<file path="config.mk">
export PLATFORM = sky130hd
export DESIGN_NAME = axi_master_arbiter
export DESIGN_NICKNAME = d
export VERILOG_FILES = /design/src/rtl/axi_master_arbiter.sv
export SDC_FILE = /design/constraint.sdc
export NUM_CORES = 1
export LEC_CHECK = 0
export CORE_AREA = 2 2 290 292
export CTS_CLUSTER_SIZE = 30
export DETAILED_ROUTE_END_ITERATION = 16
export DIE_AREA = 0 0 292 294
export GPL_TIMING_DRIVEN = 0
export PLACE_DENSITY = 0.53
export SETUP_SLACK_MARGIN = 0.3
export SLEW_MARGIN = 20
export SYNTH_ARGS = -nofsm -noshare
export SYNTH_HDL_FRONTEND = slang
export SYNTH_SLANG_ARGS = --single-unit
</file>
<file path="constraint.sdc">
create_clock -name clk_i -period 3.72 [get_ports clk_i]
set_input_delay 0.744 -clock clk_i [delete_from_list [all_inputs] [get_ports clk_i]]
set_output_delay 0.744 -clock clk_i [all_outputs]
set_load 0.03 [all_outputs]
</file>
<file path="src/rtl/axi_master_arbiter.sv">
`default_nettype none
// ============================================================================
// Module   : axi_master_arbiter
// Brief    : Round-robin sharing of the AXI master line port among N_REQ
//            requesters, one transaction at a time, with timeout completion.
// Revision : 1.0 - initial release
// ============================================================================
module axi_master_arbiter #(
    parameter int N_REQ      = 2,
    parameter int TIMEOUT    = 1023,
    parameter int ADDR_WIDTH = 32,
    parameter int LINE_WIDTH = 128
) (
    input  logic                        clk_i,
    input  logic                        rst_i,
    input  logic [N_REQ-1:0]            req_i,
    input  logic [N_REQ-1:0]            we_i,
    input  logic [N_REQ*ADDR_WIDTH-1:0] addr_i,
    input  logic [N_REQ*LINE_WIDTH-1:0] wdata_i,
    output logic [N_REQ-1:0]            ack_o,
    output logic                        err_o,
    output logic [LINE_WIDTH-1:0]       rdata_o,
    output logic [1:0]                  gnt_id_o,
    output logic                        busy_o,
    output logic [ADDR_WIDTH-1:0]       m_addr_o,
    output logic [LINE_WIDTH-1:0]       m_wdata_o,
    output logic                        m_we_o,
    output logic                        m_cs_o,
    input  logic [LINE_WIDTH-1:0]       m_rdata_i,
    input  logic                        m_rvalid_i,
    input  logic                        m_wdone_i
);

    localparam int         c_cnt_w    = (TIMEOUT < 1) ? 1 : $clog2(TIMEOUT + 1);
    localparam logic [c_cnt_w-1:0] c_timeout  = c_cnt_w'(TIMEOUT);
    localparam logic [1:0] c_last_rst = 2'(N_REQ - 1);

    typedef enum logic [2:0] {
        IDLE   = 3'd0,
        ISSUE  = 3'd1,
        WAIT_R = 3'd2,
        WAIT_B = 3'd3,
        DONE   = 3'd4
    } state_t;

    state_t                r_state;
    state_t                w_next;
    logic [1:0]            r_last_gnt;
    logic [1:0]            r_gnt;
    logic [c_cnt_w-1:0]    r_cnt;
    logic                  r_err;
    logic [LINE_WIDTH-1:0] r_rdata;
    logic [ADDR_WIDTH-1:0] r_addr;
    logic [LINE_WIDTH-1:0] r_wdata;
    logic                  r_we;

    logic                  w_any;
    logic [1:0]            w_win;
    logic [ADDR_WIDTH-1:0] w_sel_addr;
    logic [LINE_WIDTH-1:0] w_sel_wdata;
    logic                  w_sel_we;
    logic                  w_timeout;
    logic [N_REQ-1:0]      w_ack;

    // Scan from lowest to highest priority so the requester closest after
    // last_gnt is the final (winning) assignment.
    always_comb begin
        w_any       = |req_i;
        w_win       = 2'd0;
        w_sel_addr  = '0;
        w_sel_wdata = '0;
        w_sel_we    = 1'b0;
        for (int j = N_REQ; j >= 1; j--) begin
            for (int k = 0; k < N_REQ; k++) begin
                if (req_i[k] && (k == (int'(r_last_gnt) + j) % N_REQ)) begin
                    w_win       = 2'(k);
                    w_sel_addr  = addr_i[k*ADDR_WIDTH +: ADDR_WIDTH];
                    w_sel_wdata = wdata_i[k*LINE_WIDTH +: LINE_WIDTH];
                    w_sel_we    = we_i[k];
                end
            end
        end
    end

    assign w_timeout = (TIMEOUT != 0) && (r_cnt == c_timeout);

    always_comb begin
        w_next = r_state;
        case (r_state)
            IDLE:    if (w_any) w_next = ISSUE;
            ISSUE:   w_next = r_we ? WAIT_B : WAIT_R;
            WAIT_R:  if (m_rvalid_i || w_timeout) w_next = DONE;
            WAIT_B:  if (m_wdone_i || w_timeout) w_next = DONE;
            DONE:    w_next = IDLE;
            default: w_next = IDLE;
        endcase
    end

    always_ff @(posedge clk_i) begin
        if (rst_i) begin
            r_state <= IDLE;
        end else begin
            r_state <= w_next;
        end
    end

    always_ff @(posedge clk_i) begin
        if (rst_i) begin
            r_last_gnt <= c_last_rst;
            r_gnt      <= 2'd0;
            r_cnt      <= '0;
            r_err      <= 1'b0;
            r_rdata    <= '0;
            r_addr     <= '0;
            r_wdata    <= '0;
            r_we       <= 1'b0;
        end else begin
            case (r_state)
                IDLE: begin
                    if (w_any) begin
                        r_gnt   <= w_win;
                        r_addr  <= w_sel_addr;
                        r_wdata <= w_sel_wdata;
                        r_we    <= w_sel_we;
                    end
                end
                ISSUE: begin
                    r_last_gnt <= r_gnt;
                    r_cnt      <= '0;
                end
                // Completion takes precedence over a coincident timeout.
                WAIT_R: begin
                    r_cnt <= r_cnt + c_cnt_w'(1);
                    if (m_rvalid_i) begin
                        r_rdata <= m_rdata_i;
                        r_err   <= 1'b0;
                    end else if (w_timeout) begin
                        r_err <= 1'b1;
                    end
                end
                WAIT_B: begin
                    r_cnt <= r_cnt + c_cnt_w'(1);
                    if (m_wdone_i) begin
                        r_err <= 1'b0;
                    end else if (w_timeout) begin
                        r_err <= 1'b1;
                    end
                end
                default: ;
            endcase
        end
    end

    always_comb begin
        w_ack = '0;
        for (int k = 0; k < N_REQ; k++) begin
            w_ack[k] = (r_state == DONE) && (r_gnt == 2'(k));
        end
    end

    assign ack_o     = w_ack;
    assign err_o     = (r_state == DONE) && r_err;
    assign rdata_o   = r_rdata;
    assign gnt_id_o  = r_gnt;
    assign busy_o    = (r_state != IDLE);
    assign m_addr_o  = r_addr;
    assign m_wdata_o = r_wdata;
    assign m_we_o    = r_we;
    assign m_cs_o    = (r_state == ISSUE);

endmodule
`default_nettype wire
</file>
; Word level (Yosys, flattened, before mapping)
; Index checks and enable logic that the tools add are counted.
[totals]
word_cells = 71
ram_bits = 0
romBits = 0
register_bits = 306
inputBits = 456
output_inout_bits = 296
mem_count = 0
latch_bits = 0
[classes]
n_div = 0
add_sub_neg = 3
n_mul = 0
eq_ne = 11
magnitude_cmp = 0
shift = 0
n_mux = 25
reduce_logical = 21
bitwise = 2
[ops]
columns = cell, n
row1 = 128-bit two-way mux, 4
row2 = 32-bit two-way mux, 4
row3 = 32-bit zero test, 2
row4 = 10-bit one-hot mux with 2 select lines, 1
row5 = 3-bit one-hot mux with 4 select lines, 1
row6 = "10-bit by 1-bit adder with 10-bit output, second input constant", 1
row7 = "10-bit == test, second input constant", 1
row8 = 1-bit two-way mux, 9
row9 = 3-bit two-way mux, 3
row10 = 1-bit logical AND, 7
row11 = "3-bit by 2-bit == test with 1-bit output, second input constant", 2
row12 = "2-bit inequality test, second input constant", 3
row13 = "2-bit == test, first input constant", 2
row14 = 2-bit two-way mux, 2
row15 = 2-bit AND reduction, 2
row16 = 2-bit nonzero test, 2
row17 = 2-bit OR reduction, 2
row18 = "3-bit by 1-bit == test with 1-bit output, second input constant", 1
row19 = "3-bit == test, second input constant", 1
row20 = 3-bit zero test, 1
row21 = 3-bit AND reduction, 1
row22 = 3-bit nonzero test, 1
row23 = "1-bit adder, second input constant", 2
row24 = "1-bit AND, first input constant", 2
row25 = 4 further kinds, 5

; Longest topological paths before layout
[depth]
word_depth = 8
mapped_depth = 8
ltp_nobuf = 4

; Least setup slack after synthesis
; No wires, ideal clock.
[synth_timing]
path_kind = reg2out
start = register r_state[2]
end = output port m_cs_o
setup_slack_ps = 1585
stages_incl_launch_ff = 3
required_ps = 2976
path_buffers = 1
arrival_time_ps = 1391
path_cell_list = dfxtp_1 > clkbuf_1 > nor3b_1
[synth_between]
elab_chain_cells = 1
[synth_lines]
columns = item, line
row1 = "start, declared", 46  ; state_t r_state;
row2 = "start signal, assigned", 103  ; r_state <= w_next;
row3 = 3-bit by 1-bit == test with 1-bit output, 169  ; assign m_cs_o = (r_state == ISSUE);
row4 = "end, declared", 28  ; output logic m_cs_o,
; Every way passes these cells.

; Worst setup path in the final report
[layout_timing]
start = register r_state[1]
end = output port ack_o[1]
[layout_between]
elab_chain_cells = 2
[layout_lines]
columns = item, line
row1 = 3-bit == test, 157  ; w_ack[k] = (r_state == DONE) && (r_gnt == 2'(k));
row2 = 1-bit logical AND, 157
row3 = "end, declared", 20  ; output logic [N_REQ-1:0] ack_o,
; Every way passes these cells.

==> flow_summary.yaml <==
clocking:
  clock_sinks: 305
  clock_path_buffers: 3
  numCtsBuffers: 42
  hold_buffers: 0
  clk_pin_slew_ns: 0.06
  cts_tree: "done"
  root_buffer: "clkbuf_16"
  post_cts_resize_count: 3
  h-tree-depth: 2
  clock_latency_ns: 0.58
  cts_setup_buffers: 0
setup_path:
  startpoint: "r_state[1]"
  path_class: "reg -> out"
  cp.required_ns: 2.98
  max_stage_delay_ns: 0.62
  ff2ff_path_depth: 6
  cpMaxStageDelayCell: "clkdlybuf4s50_1"
  cp_cell_sequence: "clkbuf_1, nor2_2, and3_1, clkdlybuf4s50_1"
  critPathCaptureType: "output pin"
  r2r-start: "r_last_gnt[0]"
  crit_fanout: 10
  startpoint_type: "flop"
  cp_data_arrival_time_ns: 2.50
timing:
  fin_crit_ns: 3.25
  setup_ws_ns: 0.473
  finalSetupViolations: 0
  skew_ns: 0.0295
  finalMaxSlewViolations: 0
  tightest_slew_ns: 1.02
  whs_ns: 0.452
  rsz0062_at_grt: "no"
  hold_viol: 0
  period_share_pct: 87.3
  max_slew_margin_pct: 32.0
  fmax_mhz: 308
floorplanning:
  coreArea_um2: 82900
  boundaryPins: 752
  die-area_um2: 85800
  chipWidth_um: 292
  fp-row-count: 106
  initial_core_util_pct: 16.3
  die-height_um: 294
synthesis:
  synth_edf_count: 0
  ys_warn_count: 0
  ys.flop_type: "dfxtp_1"
  syn_area_per_cell_um2: 8.36
  synth-compound-area-share_pct: 32.5
  syn_area_um2: 13500
  synth_top_area_cell: "dfxtp_1"
  synth_top_area_share_pct: 45.2
  syn_inst: 1617
  synth_cell_types: 50
  ys_ff_latch: 305
  synth-xor-area-share_pct: 0
  synthAdderAreaFrac_pct: 0.0926
  yosysMostFrequentCell: "dfxtp_1"
  synth_fp_nets: 2074
  synthMuxAreaShare_pct: 0.296
  ys_top_cells_by_area: "dfxtp_1 (45%), a21oi_1 (11%), a311oi_2 (10%)"
  synth_top_family_by_area: "compound AO/OA/AOI/OAI gates"
  async_flop_share_pct: 0
  yosys.area_share.simple_pct: 15.6
  ys_seq_area_share_pct: 45.2
  yosys-top-cells-count: "dfxtp_1 (305), a21oi_1 (292), nand2_1 (263), nand3_1 (172), o21ai_0 (163)"
final_layout:
  drive_gt1_share_pct: 8.19
  areaGrowthSynthToFinish_pct: 76.4
  nets: 2867
  fillers: 8915
route:
  via_per_inst: 4.47
  ant_nets: 0
  drtIter0Drc: 797
  routed-via-count: 15800
  drc: 0
  detail_route.first_pass.iterations: 5
  routed_wl_mm: 73.6
  avgRoutedWirePerCell_um: 20.8
hold_path:
  min_path_type: "reg -> reg"
  holdPathStages: 2
  hp-start: "rdata_o[77]"
grt:
  grt_max_degree: 12
  grt-ovfl-total: 0
  grtUsageTotal_pct: 16.2
  grt_pass1_wl_mm: 105
  grt_pass1_vias: 15700
  antenna_found_initial: 14
placement:
  dp_slack_ns: -0.0508
  io_buffer_count: 749
  gp_congestion: 0.857
  hpwl_mm: 56.9
pwr:
  p_per_area_nw_per_um2: 512
  report.power.total_mw: 12.2
  leakagePower_nw: 7.85
  vdd_ir_drop_max_mv: 0.232
run_status:
  status: "completed"
run:
  cap_violations: 0
## per-stage QoR
step,area [µm²],cells,setup TNS [ns],util (%)
CTS,23800,3523,0,28.7
finish,23900,3531,0,28.8
global route,23800,3529,0,28.8
global placement,22400,3446,-0.194,27.0
floorplan,13500,1617,0,-
detailed placement,22400,3446,-0.0744,27.0
## path summary, 6_finish.rpt
path	endpoint	slack, ns
setup / recovery	ack_o[1]	0.47
hold / removal	rdata_o[77]	0.45
setup reg to reg	m_wdata_o[87]	1.14
hold reg to reg	rdata_o[77]	0.45
## routing by layer
metal / GRT usage (%) / routed length (µm)
met3: 5.06 / 6190
met4: 6.61 / 2740
met2: 27.2 / 35100
met1: 19.2 / 29500
met5: 0 / 51
## cell usage in the layout (no fill, tap or decap), drive strengths merged, types with 2 or more instances in the layout
cell type        n
mux2i            4
or2              2
or4              4
nor2             4
nand2          263
nand4            2
a21oi          292
nand3          172
o21ai          164
diode            8
nor2b            4
clkinv           7
buf             42
bufinv           3
a21o             2
o22ai            3
inv              6
dfxtp          305
nor3b            4
clkdlybuf4s50  747
nand2b           4
clkbuf         213
dlygate4sd2      2
and3             4
or3              2
clkinvlp         3
nor3             4
a311oi         161
## flip-flops by register name, summed over array words and instances, names as in the netlist
register    count
r_cnt          10
r_last_gnt      1
m_addr_o       32
r_err           1
rdata_o       128
r_state         3
m_wdata_o     128
gnt_id_o        1
m_we_o          1
## report_power, final
| group | switching, mW | leakage [nW] | internal (mW) |
|---|---|---|---|
| Combinational | 2.38 | 4.64 | 1.69 |
| Clock | 1.65 | 0.707 | 2.58 |
| Sequential | 0.247 | 2.50 | 3.67 |
| Total | 4.28 | 7.85 | 7.94 |
## worst max-delay path, delay by kind of cell, from the launching register on
family | cells | cell delay, ns
buf+inv | 2 | 1.06
simple gates | 2 | 0.37
flops | 1 | 0.49
## logic make-up after synthesis
group / Yosys count
compound gates: 634
fa+ha+maj: 1
buf+inv: 197
flops: 305
mux: 4
other cells: 1
simple gates: 475
## area by class of cell
cell class,count,area [µm²],share of cell area [%]
Multi-Input combinational cell,1115,6560,27.5
Tap cell,1080,1350,5.67
Buffer,192,845,3.54
Antenna cell,8,20.0,0.0839
Clock buffer,63,1270,5.33
Sequential cell,305,6110,25.6
Clock inverter,14,183,0.766
Timing Repair Buffer,749,7490,31.4
Inverter,5,18.8,0.0787
(Power assumes the default switching activity.)
